$ cat src/rtl/qea_host_sequencer.sv
// ----------------------------------------------------------------------------
// qea_host_sequencer
//
// Autonomous host-side job controller for the QEA core. For each job it:
//   1. streams i_ins_num gate-context words into the QEA context RAM,
//   2. initialises the state RAM to |0...0> (amplitude 1.0 on the
//      most-significant lane of word 0, everything else zero),
//   3. pulses o_qea_start and counts cycles until i_qea_complete,
//   4. reads the final state vector back and streams it out under
//      valid/ready backpressure, then pulses o_done.
//
// Optional build macro: QEA_SEQ_TIMEOUT_EN
//   Defined   : a run lasting TIMEOUT_CYC cycles without completion sets the
//               sticky o_error, pulses o_done and skips readback.
//   Undefined : the run waits indefinitely and o_error stays 0.
//
// Ports
//   clk, rst_n                         clock, asynchronous active-low reset
//   i_job_start, i_qbit_num, i_ins_num job request and parameters (IDLE only)
//   i_ctx_valid/o_ctx_ready, i_ctx_data  context word input stream
//   o_ctx_en/o_ctx_wea/o_ctx_addr/o_ctx_dout  context RAM write port
//   o_state_ena/o_state_wea/o_state_addra/o_state_dina  state RAM port
//   o_qea_start, i_qea_complete        QEA run control
//   i_state_dout                       state RAM read data
//   o_rd_valid/i_rd_ready, o_rd_data, o_rd_last  readback output stream
//   o_busy, o_done, o_exec_cycles, o_error  job status
// ----------------------------------------------------------------------------
module qea_host_sequencer #(
   parameter int PE_NUM_WIDTH            = 2,
   parameter int PE_NUM                  = 4,
   parameter int DATA_WIDTH              = 32,
   parameter int STATE_DATA_WIDTH        = DATA_WIDTH * 2,
   parameter int STATE_ADDR_WIDTH        = 16,
   parameter int GATE_CONTEXT_DATA_WIDTH = DATA_WIDTH * 2,
   parameter int GATE_CONTEXT_ADDR_WIDTH = 16,
   parameter int MAX_QBIT_WIDTH          = 6,
   parameter int NUM_FRAC_BIT            = 30,
   parameter int RD_LATENCY              = 1,
   parameter int CYC_WIDTH               = 32,
   parameter int TIMEOUT_CYC             = 2 ** 24
) (
   input  logic                                     clk,
   input  logic                                     rst_n,
   input  logic                                     i_job_start,
   input  logic [MAX_QBIT_WIDTH-1:0]                i_qbit_num,
   input  logic [GATE_CONTEXT_ADDR_WIDTH-1:0]       i_ins_num,
   input  logic                                     i_ctx_valid,
   output logic                                     o_ctx_ready,
   input  logic [GATE_CONTEXT_DATA_WIDTH-1:0]       i_ctx_data,
   output logic                                     o_ctx_en,
   output logic                                     o_ctx_wea,
   output logic [GATE_CONTEXT_ADDR_WIDTH-1:0]       o_ctx_addr,
   output logic [GATE_CONTEXT_DATA_WIDTH-1:0]       o_ctx_dout,
   output logic                                     o_state_ena,
   output logic                                     o_state_wea,
   output logic [STATE_ADDR_WIDTH-1:0]              o_state_addra,
   output logic [PE_NUM*STATE_DATA_WIDTH-1:0]       o_state_dina,
   output logic                                     o_qea_start,
   input  logic                                     i_qea_complete,
   input  logic [PE_NUM*STATE_DATA_WIDTH-1:0]       i_state_dout,
   output logic                                     o_rd_valid,
   input  logic                                     i_rd_ready,
   output logic [PE_NUM*STATE_DATA_WIDTH-1:0]       o_rd_data,
   output logic                                     o_rd_last,
   output logic                                     o_busy,
   output logic                                     o_done,
   output logic [CYC_WIDTH-1:0]                     o_exec_cycles,
   output logic                                     o_error
);

   localparam int CAW   = GATE_CONTEXT_ADDR_WIDTH;
   localparam int SAW   = STATE_ADDR_WIDTH;
   localparam int SW    = PE_NUM * STATE_DATA_WIDTH;
   localparam int LAT_W = (RD_LATENCY > 1) ? $clog2(RD_LATENCY) : 1;

   localparam logic [LAT_W-1:0]          LAT_LAST = LAT_W'(RD_LATENCY - 1);
   localparam logic [MAX_QBIT_WIDTH-1:0] PNW_Q    = MAX_QBIT_WIDTH'(PE_NUM_WIDTH);
   // Real half of the top lane sits in the top DATA_WIDTH bits of the word.
   localparam logic [SW-1:0] INIT_WORD = SW'(1) << (SW - DATA_WIDTH + NUM_FRAC_BIT);
`ifdef QEA_SEQ_TIMEOUT_EN
   localparam logic [CYC_WIDTH-1:0] TIMEOUT_LIM = CYC_WIDTH'(TIMEOUT_CYC);
`endif

   typedef enum logic [2:0] {
      S_IDLE, S_LOAD_CTX, S_INIT_ST, S_START, S_RUN, S_RD_ADDR, S_RD_WAIT, S_RD_OUT
   } state_t;

   state_t                 state_q, state_d;
   logic [CAW-1:0]         ctx_idx_q, ctx_idx_d;
   logic [CAW-1:0]         ins_q, ins_d;
   logic [SAW-1:0]         last_q, last_d;
   logic [SAW-1:0]         st_idx_q, st_idx_d;
   logic [LAT_W-1:0]       lat_q, lat_d;
   logic [CYC_WIDTH-1:0]   cyc_q, cyc_d, cyc_inc;
   logic [CYC_WIDTH-1:0]   exec_q, exec_d;
   logic                   err_q, err_d;
   logic                   done_q, done_d;
   logic [SW-1:0]          rd_data_q, rd_data_d;
   logic                   ctx_en_q, ctx_en_d;
   logic [CAW-1:0]         ctx_addr_q, ctx_addr_d;
   logic [GATE_CONTEXT_DATA_WIDTH-1:0] ctx_dout_q, ctx_dout_d;

   // Last state-word index for the requested qubit count. The shift is done
   // one bit wider than the address so a full 2**SAW depth (or more) yields
   // all-ones after the decrement instead of wrapping to zero.
   logic [MAX_QBIT_WIDTH-1:0] depth_sh;
   logic [SAW:0]              depth_m1;
   always_comb begin
      depth_sh = (i_qbit_num < PNW_Q) ? '0 : (i_qbit_num - PNW_Q);
      depth_m1 = ({{SAW{1'b0}}, 1'b1} << depth_sh) - 1'b1;
   end

   // Saturating run-cycle count including the current cycle.
   assign cyc_inc = (&cyc_q) ? cyc_q : (cyc_q + 1'b1);

   always_comb begin
      // NOTE: every variable gets a default before the case so no path leaves
      // one unassigned, which would otherwise infer a latch.
      state_d       = state_q;
      ctx_idx_d     = ctx_idx_q;
      ins_d         = ins_q;
      last_d        = last_q;
      st_idx_d      = st_idx_q;
      lat_d         = lat_q;
      cyc_d         = cyc_q;
      exec_d        = exec_q;
      err_d         = err_q;
      done_d        = 1'b0;
      rd_data_d     = rd_data_q;
      ctx_en_d      = 1'b0;
      ctx_addr_d    = ctx_addr_q;
      ctx_dout_d    = ctx_dout_q;
      o_ctx_ready   = 1'b0;
      o_state_ena   = 1'b0;
      o_state_wea   = 1'b0;
      o_state_addra = '0;
      o_state_dina  = '0;
      o_qea_start   = 1'b0;
      o_rd_valid    = 1'b0;
      o_rd_last     = 1'b0;

      case (state_q)
         S_IDLE: begin
            if (i_job_start) begin
               ins_d     = i_ins_num;
               last_d    = depth_m1[SAW-1:0];
               err_d     = 1'b0;
               ctx_idx_d = '0;
               st_idx_d  = '0;
               state_d   = (i_ins_num == '0) ? S_INIT_ST : S_LOAD_CTX;
            end
         end
         S_LOAD_CTX: begin
            o_ctx_ready = 1'b1;
            if (i_ctx_valid) begin
               ctx_en_d   = 1'b1;
               ctx_addr_d = ctx_idx_q;
               ctx_dout_d = i_ctx_data;
               if (ctx_idx_q == ins_q - CAW'(1)) begin
                  state_d = S_INIT_ST;
               end else begin
                  ctx_idx_d = ctx_idx_q + CAW'(1);
               end
            end
         end
         S_INIT_ST: begin
            o_state_ena   = 1'b1;
            o_state_wea   = 1'b1;
            o_state_addra = st_idx_q;
            o_state_dina  = (st_idx_q == '0) ? INIT_WORD : '0;
            if (st_idx_q == last_q) begin
               st_idx_d = '0;
               state_d  = S_START;
            end else begin
               st_idx_d = st_idx_q + SAW'(1);
            end
         end
         S_START: begin
            o_qea_start = 1'b1;
            cyc_d       = '0;
            state_d     = S_RUN;
         end
         S_RUN: begin
            cyc_d = cyc_inc;
            if (i_qea_complete) begin
               exec_d  = cyc_inc;
               state_d = S_RD_ADDR;
            end
`ifdef QEA_SEQ_TIMEOUT_EN
            else if (cyc_inc >= TIMEOUT_LIM) begin
               err_d   = 1'b1;
               done_d  = 1'b1;
               state_d = S_IDLE;
            end
`endif
         end
         S_RD_ADDR: begin
            o_state_ena   = 1'b1;
            o_state_addra = st_idx_q;
            lat_d         = '0;
            state_d       = S_RD_WAIT;
         end
         S_RD_WAIT: begin
            if (lat_q == LAT_LAST) begin
               rd_data_d = i_state_dout;
               state_d   = S_RD_OUT;
            end else begin
               lat_d = lat_q + LAT_W'(1);
            end
         end
         S_RD_OUT: begin
            o_rd_valid = 1'b1;
            o_rd_last  = (st_idx_q == last_q);
            if (i_rd_ready) begin
               if (st_idx_q == last_q) begin
                  done_d  = 1'b1;
                  state_d = S_IDLE;
               end else begin
                  st_idx_d = st_idx_q + SAW'(1);
                  state_d  = S_RD_ADDR;
               end
            end
         end
         default: state_d = S_IDLE;
      endcase
   end

   // NOTE: sequential state uses non-blocking assignments so every flop
   // samples pre-edge values regardless of statement order.
   always_ff @(posedge clk or negedge rst_n) begin
      if (!rst_n) begin
         state_q    <= S_IDLE;
         ctx_idx_q  <= '0;
         ins_q      <= '0;
         last_q     <= '0;
         st_idx_q   <= '0;
         lat_q      <= '0;
         cyc_q      <= '0;
         exec_q     <= '0;
         err_q      <= 1'b0;
         done_q     <= 1'b0;
         rd_data_q  <= '0;
         ctx_en_q   <= 1'b0;
         ctx_addr_q <= '0;
         ctx_dout_q <= '0;
      end else begin
         state_q    <= state_d;
         ctx_idx_q  <= ctx_idx_d;
         ins_q      <= ins_d;
         last_q     <= last_d;
         st_idx_q   <= st_idx_d;
         lat_q      <= lat_d;
         cyc_q      <= cyc_d;
         exec_q     <= exec_d;
         err_q      <= err_d;
         done_q     <= done_d;
         rd_data_q  <= rd_data_d;
         ctx_en_q   <= ctx_en_d;
         ctx_addr_q <= ctx_addr_d;
         ctx_dout_q <= ctx_dout_d;
      end
   end

   assign o_ctx_en      = ctx_en_q;
   assign o_ctx_wea     = ctx_en_q;
   assign o_ctx_addr    = ctx_addr_q;
   assign o_ctx_dout    = ctx_dout_q;
   assign o_rd_data     = rd_data_q;
   assign o_busy        = (state_q != S_IDLE);
   assign o_done        = done_q;
   assign o_exec_cycles = exec_q;
   // Without the timeout feature err_q is only ever cleared, so this is 0.
   assign o_error       = err_q;

endmodule

$ cat config.mk
export PLATFORM = sky130hd
export DESIGN_NAME = qea_host_sequencer
export DESIGN_NICKNAME = d
export VERILOG_FILES = /design/src/rtl/qea_host_sequencer.sv
export SDC_FILE = /design/constraint.sdc
export NUM_CORES = 1
export LEC_CHECK = 0
export CAP_MARGIN = 20
export CORE_AREA = 2 2 390 392
export DETAILED_ROUTE_END_ITERATION = 10
export DIE_AREA = 0 0 392 394
export PLACE_DENSITY = 0.47
export SLEW_MARGIN = 10
export SYNTH_ARGS = -nofsm -noshare
export SYNTH_HDL_FRONTEND = slang
export SYNTH_SLANG_ARGS = --single-unit
$ cat constraint.sdc
create_clock -name clk -period 5.7 [get_ports clk]
set_input_delay 0.57 -clock clk [delete_from_list [all_inputs] [get_ports clk]]
set_output_delay 0.57 -clock clk [all_outputs]
set_load 0.02 [all_outputs]
==> flow_metrics.tcl <==
set metrics [dict create \
    die_area_sq_um 154400 \
    synth.area.top_cells "dfrtp_1, mux2_2, buf_4, o21ai_0, nand2_1" \
    slew_violations 0 \
    numCtsBuffers 67 \
    hp-class "register to register" \
    synth_ff_type "dfrtp_1" \
    top_layer_used "met5" \
    chipHeight_um 394 \
    maxSlewHeadroom 0.3052 \
    grt_pass1_vias 16300 \
    ys_ff_latch 469 \
    cts-root-buf "clkbuf_16" \
    tritoncts "done" \
    gp_congestion 0.8426 \
    hold_violations 0 \
    route.met2.wl_mm 45.23 \
    rsz0062_at_grt "false" \
    ys_seq_area_frac 0.5263 \
    synth_commonest_cells "dfrtp_1, mux2_2, buf_4" \
    finalCritPeriodShare 0.7111 \
    wl_mm 95.89 \
    first_iter_violations 782 \
    slowest_stage "clkdlybuf4s50_1" \
    met3WireLength_mm 9.734 \
    wl_met1_mm 37.99 \
    drive_gt1_frac 0.1913 \
    drcViolationCount 0 \
    critical-path-max-stage-delay_ps 740 \
    postCtsSetupBuffers 0 \
    grt_max_degree 150 \
    powerDensity_nw_per_um2 524.1 \
    path_max_fanout 5 \
    avgSynthCellArea_sq_um 11.88 \
    yosys_warnings 0 \
    power_w 0.01747 \
    regArea_sq_um 11740 \
    place.port_buffers 742 \
    die_w_um 392 \
    cp.arrival_ps 3480 \
    dp_hpwl_mm 76.23 \
    synthArstFlopShare 1.000 \
    worstPathRequired_ps 5130 \
    yosysTopAreaCellShare 0.5263 \
    syn_inst 1877 \
    critPathBufInv 2 \
    vias_per_cell 3.507 \
    clk_latency_ps 670 \
    cts.htree.levels 3 \
    grt_pass1_wl_mm 131.1 \
    cts.sink_count 469 \
    tns_ps 0 \
    ys_types 76 \
    netlist_area_sq_um 22300 \
    nNetsFinal 2971 \
    start_util 0.1480 \
    fillers 16350 \
    antenna_left 0 \
    antenna_found_initial 47 \
    grt-ovfl-total 0 \
    fin_skew_ps 26.94 \
    path_clk_slew_ps 60 \
    via_count 16480 \
    boundaryPins 999 \
    fin_crit_ps 4053 \
    worst_ir_drop_vdd_mv 0.3120 \
    areaGrowthSynthToFinish_pct 49.51 \
    synth_edf_count 0 \
    crit_chain "inv_1 > ha_1 > nor2b_1 > nand4_1 > nor4b_2 > clkdlybuf4s50_1" \
    dr.pass1.iters 5 \
    clock.fmax_mhz 246.7 \
    start_kind "register" \
    multi_input_comb_area_sq_um 9161 \
    placementRows 143 \
    criticalPathCategory "register to primary output" \
    core_sq_um 150700 \
    setup_viol 0 \
    cts.path.max_buffers 3 \
    worst_slew_pin_slew_ps 1038 \
    status "completed" \
    path_delay_family "simple AND/OR/NAND/NOR gates" \
    routedWlPerCell_um 20.41 \
    power.leakage_nw 13.65 \
    max_cap_viol_count 0 \
    yosysMostFrequentCell "dfrtp_1" \
    grt_usage 0.1212 \
    yosys.area.top_type "dfrtp_1" \
    crit_path_end_kind "primary output" \
]
## cells in the final DEF (no fill, tap or decap), types with 11 or more instances in the layout
cell             instances
clkdlybuf4s50_1        741
dfrtp_1                469
mux2_2                 354
conb_1                 256
nand2_1                121
o21ai_0                 95
nor2_1                  71
clkbuf_16               67
xor2_1                  49
nand3_1                 30
xnor2_1                 28
inv_1                   23
nor2b_1                 21
a21oi_1                 21
nand4_1                 21
nor3_1                  20
nor4_1                  17
o31ai_1                 16
and3_1                  13
clkbuf_1                12
buf_4                   12
mux2i_1                 11
a31oi_1                 11
ha_1                    11
## final cells by class
| cell class | count | share of cell area |
|---|---|---|
| Antenna cell | 7 | 0.0005254 |
| Tap cell | 2030 | 0.07618 |
| Timing Repair Buffer | 758 | 0.2277 |
| Sequential cell | 469 | 0.3520 |
| Inverter | 24 | 0.002702 |
| Multi-Input combinational cell | 1292 | 0.2748 |
| Clock buffer | 88 | 0.05536 |
| Clock inverter | 30 | 0.01070 |
## report_power, final
group	leakage (nW)	internal (W)	total, W	switching [W]
registers	5.73	0.00468	0.00557	0.000899
clock network	1.07	0.00249	0.00425	0.00176
logic	6.85	0.00361	0.00765	0.00404
total	13.7	0.0108	0.0175	0.00670
## sequential cells by signal (all words and copies together) (netlist names)
register / flops
ctx_idx_q: 16
cyc_q: 32
ins_q: 16
last_q: 16
o_ctx_addr: 16
o_ctx_dout: 64
o_ctx_en: 1
o_done: 1
o_exec_cycles: 32
o_rd_data: 256
st_idx_q: 16
state_q: 3
## kinds of logic after synthesis
logic type	share of synthesized area
flip-flops	0.5263
AND/OR/NAND/NOR	0.08910
buffers and inverters	0.1066
multiplexers	0.1842
AO/OA/AOI/OAI	0.05723
XOR/XNOR	0.03024
adder cells (fa/ha/maj)	0.006172
other	0.0001682
## tightest hold or removal path, delay by kind of cell, from the launching register on
kind / cells / cell delay [ps]
DFF: 1 / 340
and+or+nand+nor: 1 / 50
AOI/OAI and AO/OA: 1 / 60
## worst paths after layout
path,from,end,slack (ps),depth (start not counted)
min,o_exec_cycles[10],o_exec_cycles[10],470,2
min in group asynchronous,rst_n,o_rd_data[4],490,2
max reg2reg,state_q[1],o_ctx_dout[5],2200,8
max in group asynchronous,rst_n,o_rd_data[234],3760,3
max,state_q[0],o_state_dina[254],1650,6
min reg2reg,o_exec_cycles[10],o_exec_cycles[10],470,2
## through the flow
stage               cells  setup slack [ps]    util  hold WS [ps]  cell area [sq um]
floorplan            2132              2420       -         274.4              23260
global placement     4572              1486  0.2065         464.1              31100
detailed placement   4572              1476  0.2065         469.0              31110
CTS                  4691              1494  0.2212         441.1              33320
global route         4691              1405  0.2212         470.5              33320
finish               4698              1647  0.2213         475.0              33340
## metal layers
| metal | track usage | vias to the layer above |
|---|---|---|
| li1 | - | 7514 |
| met2 | 0.1949 | 596 |
| met5 | 0 | - |
| met3 | 0.05794 | 160 |
| met4 | 0.03990 | 66 |
| met1 | 0.1406 | 8141 |
## repair_timing
| item | in CTS | in global routing |
|---|---|---|
| hold buffers | 1 | 0 |
| resized for setup | 0 | 0 |
| endpoints found under the hold margin | 67 | 0 |
Power figures use the tool's default switching activity.
